===== config.mk =====
export PLATFORM = sky130hd
export DESIGN_NAME = reg_file_banked
export DESIGN_NICKNAME = d
export VERILOG_FILES = /design/src/rtl/reg_file_banked.sv
export SDC_FILE = /design/constraint.sdc
export NUM_CORES = 1
export LEC_CHECK = 0
export ABC_CLOCK_PERIOD_IN_PS = 8300
export CAP_MARGIN = 15
export CORE_MARGIN = 3
export CORE_UTILIZATION = 56
export CTS_BUF_LIST = sky130_fd_sc_hd__clkbuf_8 sky130_fd_sc_hd__clkbuf_16
export CTS_CLUSTER_SIZE = 20
export DETAILED_ROUTE_END_ITERATION = 8
export GPL_TIMING_DRIVEN = 0
export PLACE_DENSITY = 0.77
export SLEW_MARGIN = 25
export SYNTH_ARGS = -nofsm -noshare
export SYNTH_HDL_FRONTEND = slang
export SYNTH_SLANG_ARGS = --single-unit

===== constraint.sdc =====
create_clock -name Clk -period 8.3 [get_ports Clk]
set_clock_uncertainty 0.1 [all_clocks]
set_input_delay 1.66 -clock Clk [delete_from_list [all_inputs] [get_ports Clk]]
set_output_delay 1.66 -clock Clk [all_outputs]
set_load 0.02 [all_outputs]

===== src/rtl/reg_file_banked.sv =====
// reg_file_banked: parametrised register file with two combinational read
// ports, a pair-equality flag, three write sources (data, immediate, move)
// and a shadow bank. A sequenced engine copies the main bank to the shadow
// bank (save) or back (restore), one register per cycle, under a
// request/busy/done handshake.
//
// Optional feature: define REG_FILE_BYPASS_EN to forward the value being
// written this cycle to any read port whose address matches the write
// address. Forwarding is active only while the engine is idle.
module reg_file_banked #(
    parameter int W     = 8,
    parameter int DEPTH = 16,
    parameter int AW    = $clog2(DEPTH),
    parameter int IW    = 6
) (
    input  logic          Clk,
    input  logic          Reset,
    input  logic          WriteEn,
    input  logic [1:0]    WrMode,
    input  logic [AW-1:0] Waddr,
    input  logic [W-1:0]  DataIn,
    input  logic [IW-1:0] ImmVal,
    input  logic [AW-1:0] MoveFrom,
    input  logic [AW-1:0] RaddrA,
    input  logic [AW-1:0] RaddrB,
    output logic [W-1:0]  DataOutA,
    output logic [W-1:0]  DataOutB,
    output logic          Eq,
    input  logic          SaveReq,
    input  logic          RestoreReq,
    output logic          Busy,
    output logic          Done
);

    typedef enum logic [1:0] {
        ST_IDLE    = 2'd0,
        ST_SAVE    = 2'd1,
        ST_RESTORE = 2'd2
    } state_t;

    localparam logic [1:0]    MODE_DATA = 2'b00;
    localparam logic [1:0]    MODE_IMM  = 2'b01;
    localparam logic [1:0]    MODE_MOVE = 2'b10;
    localparam logic [AW-1:0] CNT_LAST  = AW'(DEPTH - 1);

    logic [W-1:0]  main_q   [DEPTH];
    logic [W-1:0]  main_d   [DEPTH];
    logic [W-1:0]  shadow_q [DEPTH];
    logic [W-1:0]  shadow_d [DEPTH];
    state_t        state_q, state_d;
    logic [AW-1:0] cnt_q, cnt_d;
    logic          done_q, done_d;

    logic [W-1:0]  wr_val;
    logic          wr_fire;
    logic [W-1:0]  rd_a, rd_b;

    // Select the write source; a reserved mode never fires, so its value is irrelevant.
    always_comb begin
        wr_val = '0;
        case (WrMode)
            MODE_DATA: wr_val = DataIn;
            MODE_IMM:  wr_val[IW-1:0] = ImmVal;
            MODE_MOVE: wr_val = main_q[MoveFrom];
            default:   wr_val = '0;
        endcase
        wr_fire = (state_q == ST_IDLE) && WriteEn && (WrMode != 2'b11);
    end

    // Next-state, copy engine and main-bank write logic.
    always_comb begin
        main_d   = main_q;
        shadow_d = shadow_q;
        state_d  = state_q;
        cnt_d    = cnt_q;
        done_d   = 1'b0;
        case (state_q)
            ST_IDLE: begin
                if (wr_fire) begin
                    main_d[Waddr] = wr_val;
                end
                // Save has priority; a simultaneous restore request is dropped.
                if (SaveReq) begin
                    state_d = ST_SAVE;
                    cnt_d   = '0;
                end else if (RestoreReq) begin
                    state_d = ST_RESTORE;
                    cnt_d   = '0;
                end
            end
            ST_SAVE, ST_RESTORE: begin
                if (state_q == ST_SAVE) begin
                    shadow_d[cnt_q] = main_q[cnt_q];
                end else begin
                    main_d[cnt_q] = shadow_q[cnt_q];
                end
                if (cnt_q == CNT_LAST) begin
                    state_d = ST_IDLE;
                    cnt_d   = '0;
                    done_d  = 1'b1;
                end else begin
                    cnt_d = cnt_q + AW'(1);
                end
            end
            default: begin
                state_d = ST_IDLE;
                cnt_d   = '0;
            end
        endcase
    end

    // Control registers: engine state, copy counter and the registered done pulse.
    always_ff @(posedge Clk or posedge Reset) begin
        if (Reset) begin
            state_q <= ST_IDLE;
            cnt_q   <= '0;
            done_q  <= 1'b0;
        end else begin
            state_q <= state_d;
            cnt_q   <= cnt_d;
            done_q  <= done_d;
        end
    end

    // One register pair (main + shadow) per entry; both banks clear on reset.
    for (genvar gi = 0; gi < DEPTH; gi++) begin : g_entry
        // Per-entry storage update for both banks.
        always_ff @(posedge Clk or posedge Reset) begin
            if (Reset) begin
                main_q[gi]   <= '0;
                shadow_q[gi] <= '0;
            end else begin
                main_q[gi]   <= main_d[gi];
                shadow_q[gi] <= shadow_d[gi];
            end
        end
    end

    // Read ports: stored contents, optionally overridden by the in-flight write.
    always_comb begin
        rd_a = main_q[RaddrA];
        rd_b = main_q[RaddrB];
`ifdef REG_FILE_BYPASS_EN
        if (wr_fire && (RaddrA == Waddr)) begin
            rd_a = wr_val;
        end
        if (wr_fire && (RaddrB == Waddr)) begin
            rd_b = wr_val;
        end
`endif
    end

    assign DataOutA = rd_a;
    assign DataOutB = rd_b;
    assign Eq       = (rd_a == rd_b);
    assign Busy     = (state_q != ST_IDLE);
    assign Done     = done_q;

endmodule


==> qor.txt, run 1 <==
CLOCK NETWORK
-------------------------------------------------------------------------------------
Clock transition at the registers of the reported paths ................      0.06 ns
Post-CTS setup buffer count ............................................            0
Number of resized instances in the post-cts repair step ................            0
Clock tree from TritonCTS ..............................................         done
Source-to-sink clock delay at the later pin of the worst-skew pair .....      0.59 ns
Total clock buffers created by CTS .....................................           28
Clock tree sinks .......................................................          263
CTS H-tree lvls ........................................................            1
Hold Buf Count CTS .....................................................            0
Root Driver ............................................................ sky130_fd_sc_hd__clkbuf_16
Max Buffers Root-to-Sink ...............................................            3

GRT
-------------------------------------------------------------------------------------
Pin count of the biggest net entering global routing ...................           33
Grt ovf ................................................................            0
Total global routing track utilization .................................       37.80%
Routing usage on met2 ..................................................       58.89%
Busiest layer in global routing ........................................         met2
Met3 track utilization from global routing .............................       8.674%
Via count of the first global-routing pass .............................       13,870
Initial antenna violation count ........................................            0
First-pass GRT wire length .............................................    86,210 um
Global routing usage on met1 ...........................................       47.19%

STA
-------------------------------------------------------------------------------------
Worst hold-check slack .................................................    0.3784 ns
Total setup violations reported at the end of the flow .................            0
Ratio of final minimum period to clock period ..........................       84.67%
Final hold vios ........................................................            0
Setup TNS Final ........................................................         0 ns
Final slew viol count ..................................................            0
Maximum clock frequency ................................................   0.1423 GHz
Setup repair after global routing missed its margin ....................           no
Relative slew slack ....................................................       26.03%
Minimum clock period ...................................................     7.028 ns
Worst Tran Pin Value ...................................................     1.101 ns

POWER
-------------------------------------------------------------------------------------
Leakage power figure ...................................................     7.061 nW
Power density of the placed cells ...................................... 306.4 mW/mm2
Largest voltage drop on the vdd net ....................................     211.2 uV

PLACE
-------------------------------------------------------------------------------------
GP Congestion ..........................................................        1.026
Post-DP HPWL ...........................................................    41,180 um
Number of port buffers .................................................           51

SETUP PATH
-------------------------------------------------------------------------------------
Gate family responsible for the most delay along the worst path ........ buffers and inverters
Crit path capture type .................................................   output pin
Slowest-stage cell, CP ................................................. sky130_fd_sc_hd__buf_1
Buffering stage count on the worst path with inverters included ........            4
Worst Path Class, Setup ................................................ primary input to output pin
Critical path, cell by cell ............................................ buf_2 -> buf_2 -> buf_1 -> mux4_2 -> a22oi_1 -> nand2_1 -> xnor2_1 -> nand4_1 -> nor2_1 -> clkdlybuf4s50_1
Most frequent CP cell .................................................. sky130_fd_sc_hd__buf_2
Critical Path Max Stage Delay ..........................................      0.79 ns
Req. time, crit path ...................................................      6.54 ns
Maximum net fanout on the critical path ................................           10
Data arrival time at the worst-slack endpoint ..........................      5.27 ns
Kind of launch point of the worst setup path ........................... primary input

CELLS AND AREA
-------------------------------------------------------------------------------------
Layout-stage area growth over the synthesis result .....................       13.97%
Final #Nets ............................................................        1,560
Share of post-route cells with drive strength above 1 ..................       17.96%
Most frequent standard cell in the layout excluding fill and tap cells . sky130_fd_sc_hd__dfrtp_1
Antenna diode count ....................................................            0
Most frequent cells in the layout ...................................... sky130_fd_sc_hd__dfrtp_1, sky130_fd_sc_hd__nand2_1, sky130_fd_sc_hd__a22oi_1

FLOORPLAN
-------------------------------------------------------------------------------------
Area of the core .......................................................  0.02725 mm2
I/O Pins ...............................................................           56
Die area ...............................................................  0.03000 mm2
Standard-cell row count ................................................           60
Width of the die .......................................................     173.2 um
Overall die height .....................................................     173.2 um
Starting density of the core ...........................................       57.45%

SYNTH
-------------------------------------------------------------------------------------
Synthesized cell area ..................................................  0.01566 mm2
Mean instance size in the synthesized netlist ..........................    10.98 um2
Total number of yosys warnings .........................................            0
Primary FF master, synth ............................................... sky130_fd_sc_hd__dfrtp_1
Count of state elements after synthesis ................................          263
Synth unique cells .....................................................           41
Sequential-to-total area share from yosys stat .........................       42.04%
Number of synthesized flops with an enable pin .........................            0
Cells after Synth ......................................................        1,426
Share of async-settable or async-resettable flops after synthesis ......       100.0%
Net Count, Synth .......................................................        1,470

DETAILED ROUTING
-------------------------------------------------------------------------------------
DRC ....................................................................            0
Pre-antenna DRT Iters ..................................................            6
Per-cell via count in the routed design ................................        7.401
Remaining number of nets flagged by the antenna check after routing ....            0
First DRT Iteration DRCs ...............................................        2,188
Routed len/inst ........................................................     29.89 um
WL final ...............................................................    57,060 um
Number of vias after detailed routing ..................................       14,130

STATUS
-------------------------------------------------------------------------------------
Run status ............................................................. complete, no violations

WORST HOLD PATH
-------------------------------------------------------------------------------------
Class of the tightest hold or removal check ............................ register to register

RUN
-------------------------------------------------------------------------------------
Max-capacitance violation count ........................................            0

-- kinds of logic after synthesis --
kind of cell | synth area share [%]
AOI/OAI and AO/OA | 18.62
and+or+nand+nor | 8.855
DFF | 42.04
muxes | 25.39
buffers and inverters | 4.092
xor gates and xnor gates | 0.4476
adders and majority gates | 0.5594
-- cell usage after synthesis, types with 2 or more instances --
cell type,n,area (um2)
sky130_fd_sc_hd__nor3b_1,2,15.01
sky130_fd_sc_hd__nand2_1,213,799.5
sky130_fd_sc_hd__nor2_1,7,26.28
sky130_fd_sc_hd__nor3_1,14,70.07
sky130_fd_sc_hd__or3_1,2,12.51
sky130_fd_sc_hd__a22oi_1,173,1299
sky130_fd_sc_hd__buf_2,26,130.1
sky130_fd_sc_hd__a21oi_1,26,130.1
sky130_fd_sc_hd__nand2b_1,4,25.02
sky130_fd_sc_hd__ha_1,7,87.58
sky130_fd_sc_hd__buf_6,14,157.7
sky130_fd_sc_hd__buf_12,2,40.04
sky130_fd_sc_hd__mux2i_1,57,570.6
sky130_fd_sc_hd__a31oi_1,2,12.51
sky130_fd_sc_hd__dfrtp_1,263,6581
sky130_fd_sc_hd__buf_4,3,22.52
sky130_fd_sc_hd__mux4_2,143,3221
sky130_fd_sc_hd__nand3_1,47,235.2
sky130_fd_sc_hd__buf_1,17,63.81
sky130_fd_sc_hd__o21ai_1,118,590.6
sky130_fd_sc_hd__nand4_1,2,12.51
sky130_fd_sc_hd__o21ai_0,164,820.8
sky130_fd_sc_hd__and2_1,6,37.54
sky130_fd_sc_hd__and3_1,6,37.54
sky130_fd_sc_hd__nor2b_1,12,75.07
sky130_fd_sc_hd__clkbuf_1,52,195.2
sky130_fd_sc_hd__inv_1,6,22.52
sky130_fd_sc_hd__or2_2,5,31.28
sky130_fd_sc_hd__mux2_2,14,157.7
sky130_fd_sc_hd__xnor2_1,8,70.07
-- through the flow --
stage               instances  utilization [%]  area, um2  setup slack [ns]  power [W]
floorplan                1426                -      15660             2.773   0.003269
global placement         1849            61.05      16640             1.199   0.003991
detailed placement       1858            61.79      16840             1.451   0.004070
CTS                      1909            65.34      17810             1.447   0.005360
global route             1909            65.48      17840             1.345   0.005644
finish                   1909            65.48      17840             1.272   0.005467
-- worst reg2reg max path, stage by stage, from the launching register on --
cell	delay, ns
sky130_fd_sc_hd__dfrtp_1	0.71
sky130_fd_sc_hd__buf_1	0.75
sky130_fd_sc_hd__mux4_2	0.42
sky130_fd_sc_hd__mux2_2	0.29
sky130_fd_sc_hd__o21ai_1	0.78
sky130_fd_sc_hd__clkbuf_1	0.44
sky130_fd_sc_hd__o21ai_0	0.17
-- sequential cells by signal, summed over array words and instances, names as in the netlist --
name / cells
shadow_q: 128
main_q: 128
state_q: 2
Done: 1
cnt_q: 4
-- final cells by class --
type / count / area (um2)
clock inverters: 14 / 143.9
multi-input cells: 1041 / 8484
clock buffers: 37 / 824.5
plain buffers: 115 / 615.6
flip-flops and latches: 263 / 6581
repair buffers: 60 / 698.2
inverters: 7 / 30.03
well taps: 372 / 465.4
fillers: 2110 / 9408
-- final timing paths --
check | depth (start not counted) | slack (ns) | start | to
max in group asynchronous | 5 | 5.74 | Reset | shadow_q[26]
hold reg to reg | 2 | 0.38 | shadow_q[51] | shadow_q[51]
setup / recovery | 10 | 1.27 | RaddrA[1] | Eq
hold / removal | 2 | 0.38 | shadow_q[51] | shadow_q[51]
setup reg to reg | 6 | 4.49 | cnt_q[1] | shadow_q[44]
min in group asynchronous | 2 | 1.39 | Reset | main_q[81]
-- layer usage --
layer	routed length, um	share of wire (%)
met1	19290	34
met2	26010	46
met3	6586	12
met4	5181	9.1
met5	0	0
-- where the power goes --
group          internal, W  switching (W)  leakage (nW)
combinational     0.000935        0.00128          2.98
clock             0.000758       0.000537         0.492
sequential         0.00156       0.000390          3.59
No activity file was read; power rests on OpenSTA's default activity.
==> run 2: changes to the inputs <==
Settings changed: ABC_CLOCK_PERIOD_IN_PS 8300 to 7200, CORE_UTILIZATION 56 to 62, PLACE_DENSITY 0.77 to 0.81.
Clock period 8.3 ns to 7.2 ns, I/O delays scaled along.
==> run 2 against run 1 <==
  * Power up 17%
  * Cell count down 2.5%
  * Global-route usage rose by 5.3 points
  * Sequential cell count unchanged
  * Wire length is 0.28% lower
  * Utilization grew 7.3 points
  * Non-clock buffer count grew 2
  * Clock power grew 22%
  * Count of clock-buffer cells in the layout is 7 lower
  * Critical endpoint unchanged
==> qor.txt, run 2 (synthesis results as in run 1) <==
STATUS
-------------------------------------------------------------------------------------
Run status ............................................................. complete, no violations

DETAILED ROUTING
-------------------------------------------------------------------------------------
Routed len/inst ........................................................     30.56 um   +2.2%
First DRT Iteration DRCs ...............................................        2,024   -7.5%
DRC ....................................................................            0   unchanged
Number of vias after detailed routing ..................................       14,210   +0.59%
Per-cell via count in the routed design ................................        7.633   +3.1%
Pre-antenna DRT Iters ..................................................            7   +1
Remaining number of nets flagged by the antenna check after routing ....            0   unchanged
WL final ...............................................................    56,900 um   -0.28%

RUN
-------------------------------------------------------------------------------------
Max-capacitance violation count ........................................            0   unchanged

STA
-------------------------------------------------------------------------------------
Worst Tran Pin Value ...................................................     1.135 ns   +0.03342 ns
Relative slew slack ....................................................       23.78%   -2.2 points
Total setup violations reported at the end of the flow .................            0   unchanged
Final slew viol count ..................................................            0   unchanged
Maximum clock frequency ................................................   0.1529 GHz
Setup TNS Final ........................................................         0 ns   unchanged
Final hold vios ........................................................            0   unchanged
Setup repair after global routing missed its margin ....................           no
Ratio of final minimum period to clock period ..........................       90.84%
Minimum clock period ...................................................     6.540 ns
Post-layout worst setup margin .........................................    0.6595 ns   -0.6127 ns

SETUP PATH
-------------------------------------------------------------------------------------
Reg-to-reg setup timing slack ..........................................      3.36 ns   -1.13 ns
Worst Path Class, Setup ................................................ primary input to output pin
Critical path, cell by cell ............................................ buf_2 -> buf_2 -> buf_1 -> mux4_2 -> a22oi_1 -> nand2_1 -> xnor2_1 -> nand4_1 -> nor2_1 -> clkdlybuf4s50_1
Data arrival time at the worst-slack endpoint ..........................      5.00 ns   -0.27 ns
Beginning of the critical path .........................................    RaddrB[1]
Buffering stage count on the worst path with inverters included ........            4   unchanged
Crit path capture type .................................................   output pin
Req. time, crit path ...................................................      5.66 ns   -0.88 ns
Reg-to-reg startpoint ..................................................     cnt_q[1]
Kind of launch point of the worst setup path ........................... primary input
Critical Path Max Stage Delay ..........................................      0.68 ns   -0.11 ns
Logic depth of the worst setup path including buffers ..................           10   unchanged
Worst r2r dst .......................................................... shadow_q[28]
Gate family responsible for the most delay along the worst path ........ buffers and inverters
Slowest-stage cell, CP ................................................. sky130_fd_sc_hd__a22oi_1
Maximum net fanout on the critical path ................................           10   unchanged
Most frequent CP cell .................................................. sky130_fd_sc_hd__buf_2
Timing endpoint of the critical path ...................................           Eq
Number of cells on the worst reg-to-reg path ...........................            6   unchanged

CLOCK NETWORK
-------------------------------------------------------------------------------------
Total clock buffers created by CTS .....................................           27   -3.6%
Source-to-sink clock delay at the later pin of the worst-skew pair .....      0.56 ns   -0.03 ns
Number of resized instances in the post-cts repair step ................            0   unchanged
CTS H-tree lvls ........................................................            1   unchanged
Post-CTS setup buffer count ............................................            0   unchanged
Clock tree from TritonCTS ..............................................         done
Max Buffers Root-to-Sink ...............................................            3   unchanged
Root Driver ............................................................ sky130_fd_sc_hd__clkbuf_16
Clock tree sinks .......................................................          263   unchanged
Hold Buf Count CTS .....................................................            0   unchanged
Clock transition at the registers of the reported paths ................      0.06 ns   about the same

PLACE
-------------------------------------------------------------------------------------
Worst slack after detailed placement ...................................    0.8875 ns   -0.5638 ns
Instance area at placement .............................................  0.01679 mm2   -0.27%
Number of port buffers .................................................           51   unchanged
GP Congestion ..........................................................        1.058   +3.1%
Post-DP HPWL ...........................................................    41,190 um   about the same
Instance count after placement with tap cells included .................        1,811   -2.5%

CELLS AND AREA
-------------------------------------------------------------------------------------
Final standard cell area without fillers ...............................  0.01786 mm2   +0.10%
Regs by FF count ....................................................... main_q (128), shadow_q (128), cnt_q (4)
Most frequent standard cell in the layout excluding fill and tap cells . sky130_fd_sc_hd__dfrtp_1
Share of post-route cells with drive strength above 1 ..................       18.53%   +0.57 points
Antenna diode count ....................................................            0   unchanged
Final #Nets ............................................................        1,561   +0.064%
Layout-stage area growth over the synthesis result .....................       14.09%
Most frequent cells in the layout ...................................... sky130_fd_sc_hd__dfrtp_1, sky130_fd_sc_hd__nand2_1, sky130_fd_sc_hd__a22oi_1
Count of non-filler cells in the finished layout .......................        1,862   -2.5%

GRT
-------------------------------------------------------------------------------------
First-pass GRT wire length .............................................    86,320 um   +0.13%
Via count of the first global-routing pass .............................       14,280   +2.9%
Pin count of the biggest net entering global routing ...................           31   -6.1%
Grt ovf ................................................................            0   unchanged
Initial antenna violation count ........................................            1   +1
Total global routing track utilization .................................       43.06%   +5.3 points

FLOORPLAN
-------------------------------------------------------------------------------------
Standard-cell row count ................................................           57   -5.0%
Area of the core .......................................................  0.02453 mm2   -10%
Overall die height .....................................................     164.9 um   -4.8%
Starting density of the core ...........................................       63.82%   +6.4 points
I/O Pins ...............................................................           56   unchanged
Die area ...............................................................  0.02720 mm2   -9.3%
Width of the die .......................................................     164.9 um   -4.8%

POWER
-------------------------------------------------------------------------------------
Leakage power figure ...................................................     7.081 nW   +0.28%
Power density of the placed cells ...................................... 359.5 mW/mm2   +17%
Largest voltage drop on the vdd net ....................................     260.4 uV   +23%

WORST HOLD PATH
-------------------------------------------------------------------------------------
Min-Delay Path Depth ...................................................            2   unchanged
Class of the tightest hold or removal check ............................ register to register

## run 2: per-layer routing
layer	vias up	track usage [%]	share of wire, %
li1	5680	-	-
met1	6939	52.27	33
met2	1207	66.06	45
met3	386	11.84	12
met4	0	32.06	10
met5	-	0	0
## run 2: per-stage QoR
step,hold WS [ns],total power (W),utilization [%]
after global routing,0.3990,0.006632,72.81
after global placement,0.3556,0.004620,67.56
after floorplan,0.3446,0.003768,-
final,0.3783,0.006422,72.81
after CTS,0.3826,0.006281,72.54
after detailed placement,0.3670,0.004708,68.45
## run 2: worst min path at each step
stage                          to           from  slack [ns]
floorplan           shadow_q[104]  shadow_q[104]        0.34
global placement     shadow_q[39]   shadow_q[39]        0.36
detailed placement   shadow_q[44]   shadow_q[44]        0.37
CTS                  shadow_q[79]   shadow_q[79]        0.38
global route         shadow_q[43]   shadow_q[43]        0.40
finish              shadow_q[116]  shadow_q[116]        0.38
## run 2: final cells by class
type / instances / area [um2]
Fill cell: 1763 / 6671
Buffer: 115 / 614.3
Clock buffer: 30 / 716.9
Sequential cell: 263 / 6581
Timing Repair Buffer: 62 / 724.4
Tap cell: 324 / 405.4
Inverter: 7 / 30.03
Clock inverter: 20 / 286.5
Multi-Input combinational cell: 1041 / 8503
## run 2: power by group
group	internal [W]	total (W)	switching, W
Sequential	0.00180	0.00226	0.000459
Combinational	0.00108	0.00259	0.00150
Clock	0.000942	0.00158	0.000634
## run 2: worst min-delay path, stage by stage (launching register included)
cell                      delay, ns
sky130_fd_sc_hd__dfrtp_1       0.34
sky130_fd_sc_hd__nand2_1       0.05
sky130_fd_sc_hd__o21ai_0       0.06
==> variant 1 (config.mk and constraints of run 2) <==
Add a define of `REG_FILE_BYPASS_EN`.
--- a/src/rtl/reg_file_banked.sv
+++ b/src/rtl/reg_file_banked.sv
@@ -8,4 +8,6 @@
 // written this cycle to any read port whose address matches the write
 // address. Forwarding is active only while the engine is idle.
+`define REG_FILE_BYPASS_EN
+
 module reg_file_banked #(
     parameter int W     = 8,
Check against the original RTL: not equivalent (Yosys sat finds a counterexample within 4 cycles, from zero or initial values and one cycle with Reset high).
==> variant 1 against run 2 <==
- die area increased by 5.2%
- setup slack got worse by 650 ps
- total power increased by 15%
- global-route usage increased by 2.2 points
- cell area increased by 3.8%
- routed wire length increased by 14%
- final cell count increased by 3.4%
- core utilization decreased by 1.8 points
- synthesized area increased by 5.4%
- sequential cell count unchanged
- count of clock-buffer cells in the layout increased by 8
- critical path type unchanged
- largest cell class unchanged
==> variant 1: results (changes against run 2) <==
| Metric | Value |
|---|---|
| Post-DP HPWL | 45.64 mm (was 41.19 mm) |
| Commonest cells post-synth | sky130_fd_sc_hd__dfrtp_1 (263), sky130_fd_sc_hd__nand2_1 (230), sky130_fd_sc_hd__o21ai_0 (154) (was sky130_fd_sc_hd__dfrtp_1 (263), sky130_fd_sc_hd__nand2_1 (213), sky130_fd_sc_hd__a22oi_1 (173)) |
| Clk_lat worst skew | 590 ps (was 560 ps) |
| Outcome | complete, no violations (unchanged) |
| DR vias/cell | 7.966 (was 7.633) |
| Depth of the most critical reg-to-reg path | 8 (was 6) |
| Number of iterations in the first detailed-routing pass | 6 (was 7) |
| Number of fillers in the final layout | 1846 (was 1763) |
| Static Leakage | 0.007528 µW (was 0.007081 µW) |
| CTS buffer count | 29 (was 27) |
| VDD IR-drop max | 276.7 µV (was 260.4 µV) |
| Pin count of the biggest net entering global routing | 34 (was 31) |
| Min-delay src | shadow_q[11] (was shadow_q[116]) |
| Launch point of the critical path | RaddrB[2] (was RaddrB[1]) |
| Sequential area share after synthesis | 39.89% (was 42.04%) |
| Final weighted congestion of routability-driven global placement | 1.040 (was 1.058) |
| Hold Slack | 377.7 ps (was 378.3 ps) |
| Input/output buffers | 45 (was 51) |
| Largest incremental delay on the critical path | 630 ps (was 680 ps) |
| Top cells by area in the synthesized netlist | sky130_fd_sc_hd__dfrtp_1 (40%), sky130_fd_sc_hd__mux4_2 (19%), sky130_fd_sc_hd__a22o_1 (6.9%) (was sky130_fd_sc_hd__dfrtp_1 (42%), sky130_fd_sc_hd__mux4_2 (21%), sky130_fd_sc_hd__a22oi_1 (8.3%)) |
| Number of DRC violations after detailed-routing iteration 0 | 2892 (was 2024) |
| Min Tclk post-route | 7190 ps (was 6540 ps) |
| Number of antenna violations at the first check in global routing | 2 (was 1) |
| Total routing resource utilization after global routing | 45.29% (was 43.06%) |
| Final wirelength | 64.64 mm (was 56.90 mm) |
| Fraction of layout instances using a drive strength above 1 | 17.92% (was 18.53%) |
| Post-Synth Adder-Cell Area | 0.5309% (was 0.5594%) |
| XOR/XNOR Fraction of Synth Area | 0.9025% (was 0.4475%) |
[variant 1: through the flow]
step / cell area [µm²] / std cells
after floorplan: 16500 / 1485
after global placement: 17370 / 1865
after detailed placement: 17530 / 1873
after CTS: 18540 / 1926
after global routing: 18550 / 1925
final: 18550 / 1925
[variant 1: kinds of logic (layout without fill, tap and decap cells)]
group	after synthesis	after routing
and+or+nand+nor	345	345
adders and majority gates	7	7
xor gates and xnor gates	17	17
buffers and inverters	149	254
DFF	263	263
AOI/OAI and AO/OA	487	487
muxes	217	217
[variant 1: worst min-delay path, stage by stage (launching register included)]
cell and delay (ps):
sky130_fd_sc_hd__dfrtp_1 340, sky130_fd_sc_hd__nand2_1 40, sky130_fd_sc_hd__o21ai_0 60
[variant 1: area by class of cell]
type	count	area share, %
Multi-Input combinational cell	1073	49.66
Clock inverter	15	0.8635
Sequential cell	263	35.48
Buffer	136	3.602
Timing Repair Buffer	53	3.292
Clock buffer	38	4.580
Inverter	12	0.2631
Tap cell	335	2.260
[variant 1: report_power, final]
group	total (µW)	switching [µW]	internal [µW]
clock network	1590	658	933
registers	2480	552	1920
logic	3340	1910	1420
[variant 1: repair_timing]
item | in CTS | in global routing
gates resized for setup | 0 | 4
hold endpoints to repair | 0 | 0
endpoints found under the setup margin | 0 | 1
[variant 1: final timing paths]
| kind | endpoint |
|---|---|
| min in group asynchronous | shadow_q[122] |
| min reg2reg | shadow_q[11] |
| max in group asynchronous | shadow_q[45] |
| max | Eq |
| max reg2reg | main_q[71] |
| min | shadow_q[11] |
[variant 1: layer usage]
| layer | part of all wire, % | vias to the layer above | global-route usage [%] | wire (µm) |
|---|---|---|---|---|
| li1 | - | 5993 | - | - |
| met1 | 34 | 7361 | 60.36 | 22150 |
| met2 | 41 | 1604 | 62.60 | 26340 |
| met3 | 18 | 374 | 21.21 | 11570 |
| met4 | 7.0 | 2 | 23.22 | 4554 |
| met5 | 0.020 | - | 0 | 13 |
==> variant 2 (flow settings as in run 2) <==
Made on the original files. The output `Done` loses its register stage (`done_q` becomes a continuous assignment).
--- a/src/rtl/reg_file_banked.sv
+++ b/src/rtl/reg_file_banked.sv
@@ -115,11 +115,11 @@
             state_q <= ST_IDLE;
             cnt_q   <= '0;
-            done_q  <= 1'b0;
         end else begin
             state_q <= state_d;
             cnt_q   <= cnt_d;
-            done_q  <= done_d;
         end
     end
+
+    assign done_q = done_d;
 
     // One register pair (main + shadow) per entry; both banks clear on reset.
Function: not settled (the Yosys comparison gave no result); the edit may change what the design does.
==> variant 2 against run 2 <==
- sequential cell count is 1 lower
- routed wire length up 2.3%
- global-route usage grew 0.76 points
- synthesized cell count about the same
- synthesized area decreased by 0.16%
- cell area fell by 0.77%
- setup slack got worse by 55 ps
- sequential share of layout area grew 0.14 points
- total power is 1.1% lower
- critical path type unchanged
- largest power group unchanged
==> variant 2: results (changes against run 2) <==
| Metric | Value |
|---|---|
| Outcome | complete, no violations (unchanged) |
| Clock tree root buffer cell | sky130_fd_sc_hd__clkbuf_16 (unchanged) |
| Fraction of layout instances using a drive strength above 1 | 17.95% (was 18.53%) |
| CTS buffer count | 29 (was 27) |
| Min Tclk post-route | 6596 ps (was 6540 ps) |
| Sequential area share after synthesis | 41.94% (was 42.04%) |
| Minimum setup slack among reg-to-reg paths | 3340 ps (was 3360 ps) |
| Headroom to the max-slew limit | 22.66% (was 23.78%) |
| # Post-CTS Setup Buffers | 0 (unchanged) |
| Commonest cells post-synth | sky130_fd_sc_hd__dfrtp_1 (262), sky130_fd_sc_hd__nand2_1 (213), sky130_fd_sc_hd__a22oi_1 (173) (was sky130_fd_sc_hd__dfrtp_1 (263), sky130_fd_sc_hd__nand2_1 (213), sky130_fd_sc_hd__a22oi_1 (173)) |
| Total routing resource utilization after global routing | 43.81% (was 43.06%) |
| Launch point of the critical path | RaddrA[1] (was RaddrB[1]) |
| Place WS | 899.2 ps (was 887.5 ps) |
| Most used DFF post-synth | sky130_fd_sc_hd__dfrtp_1 (unchanged) |
| Reg-to-reg critical path startpoint | cnt_q[1] (unchanged) |
| Post-DP HPWL | 41.47 mm (was 41.19 mm) |
| Static Leakage | 0.007029 µW (was 0.007081 µW) |
| Top cells by area in the synthesized netlist | sky130_fd_sc_hd__dfrtp_1 (42%), sky130_fd_sc_hd__mux4_2 (21%), sky130_fd_sc_hd__a22oi_1 (8.3%) (unchanged) |
| R2r endpoint | main_q[86] (was shadow_q[28]) |
| Average routed wire per standard cell | 31.26 µm (was 30.56 µm) |
| Max stage delay cell, worst path | sky130_fd_sc_hd__buf_1 (was sky130_fd_sc_hd__a22oi_1) |
| # nets final | 1560 (was 1561) |
| Arrival time worst endpoint | 5060 ps (was 5000 ps) |
| Synthesized netlist net count | 1469 (was 1470) |
| Final weighted congestion of routability-driven global placement | 1.056 (was 1.058) |
| Depth of the most critical reg-to-reg path | 9 (was 6) |
| Number of DRC violations after detailed-routing iteration 0 | 2163 (was 2024) |
| Pin count of the biggest net entering global routing | 35 (was 31) |
| Largest incremental delay on the critical path | 720 ps (was 680 ps) |
| Wire length of the first global-routing pass | 86.56 mm (was 86.32 mm) |
| Clk_lat worst skew | 570 ps |
| Input/output buffers | 51 (unchanged) |
| Number of antenna violations at the first check in global routing | 3 (was 1) |
| Number of vias in the routed layout | 14200 (was 14210) |
| VDD IR-drop max | 239.9 µV (was 260.4 µV) |
| Number of iterations in the first detailed-routing pass | 6 (was 7) |
| Maximum buffer depth of the clock tree | 3 (unchanged) |
variant 2: cell types whose count changed after synthesis, sizes merged:
cell,delta
dfrtp,-1
variant 2: kinds of logic after synthesis:
kind of cell | count (synthesis) | synth area share (%)
AO/OA/AOI/OAI | 490 | 18.65
AND/OR/NAND/NOR | 321 | 8.869
flip-flops | 262 | 41.94
multiplexers | 215 | 25.43
buffers and inverters | 122 | 4.098
XOR/XNOR | 8 | 0.4483
adder cells (fa/ha/maj) | 7 | 0.5603
variant 2: power by group:
group,switching [µW],internal (µW),total (µW)
Combinational,1510,1080,2590
Clock,646,864,1510
Sequential,458,1800,2250
Total,2610,3740,6350
variant 2: worst min path at each step:
stage / from / endpoint / slack (ps) / cells after the start
5_1_grt: shadow_q[89] / shadow_q[89] / 410 / 2
3_5_place_dp: shadow_q[65] / shadow_q[65] / 370 / 2
2_1_floorplan: shadow_q[104] / shadow_q[104] / 340 / 2
3_3_place_gp: shadow_q[8] / shadow_q[8] / 360 / 2
4_1_cts: shadow_q[65] / shadow_q[65] / 380 / 2
6_report: shadow_q[120] / shadow_q[120] / 380 / 2
variant 2: layout make-up:
class | instances | area, µm²
Fill cell | 1776 | 6809
Inverter | 7 | 30.03
Clock inverter | 22 | 202.7
Sequential cell | 262 | 6556
Buffer | 115 | 614.3
Tap cell | 324 | 405.4
Clock buffer | 31 | 753.2
Timing Repair Buffer | 60 | 678.2
Multi-Input combinational cell | 1041 | 8484
variant 2: through the flow:
| step | cell area [µm²] | std cells | hold slack, ps | util (%) | total power, µW |
|---|---|---|---|---|---|
| finish | 17720 | 1862 | 376.9 | 72.25 | 6351 |
| global route | 17720 | 1862 | 413.2 | 72.25 | 6549 |
| CTS | 17700 | 1862 | 380.8 | 72.14 | 6202 |
| detailed placement | 16740 | 1809 | 367.6 | 68.25 | 4707 |
| global placement | 16550 | 1800 | 356.5 | 67.46 | 4612 |
| floorplan | 15640 | 1425 | 344.6 | - | 3762 |
variant 2: worst max-delay path: cells and delay by family:
| family | cells | cell delay [ps] |
|---|---|---|
| muxes | 1 | 410 |
| buffers and inverters | 4 | 1960 |
| and+or+nand+nor | 3 | 430 |
| xor gates and xnor gates | 1 | 230 |
| AOI/OAI and AO/OA | 1 | 560 |
variant 2: metal layers:
metal	part of all wire, %	track usage [%]	up-vias
met4	9.7	32.22	4
met2	45	66.09	1230
met3	14	15.12	399
li1	-	-	5680
met5	0.064	0	-
met1	32	52.29	6884
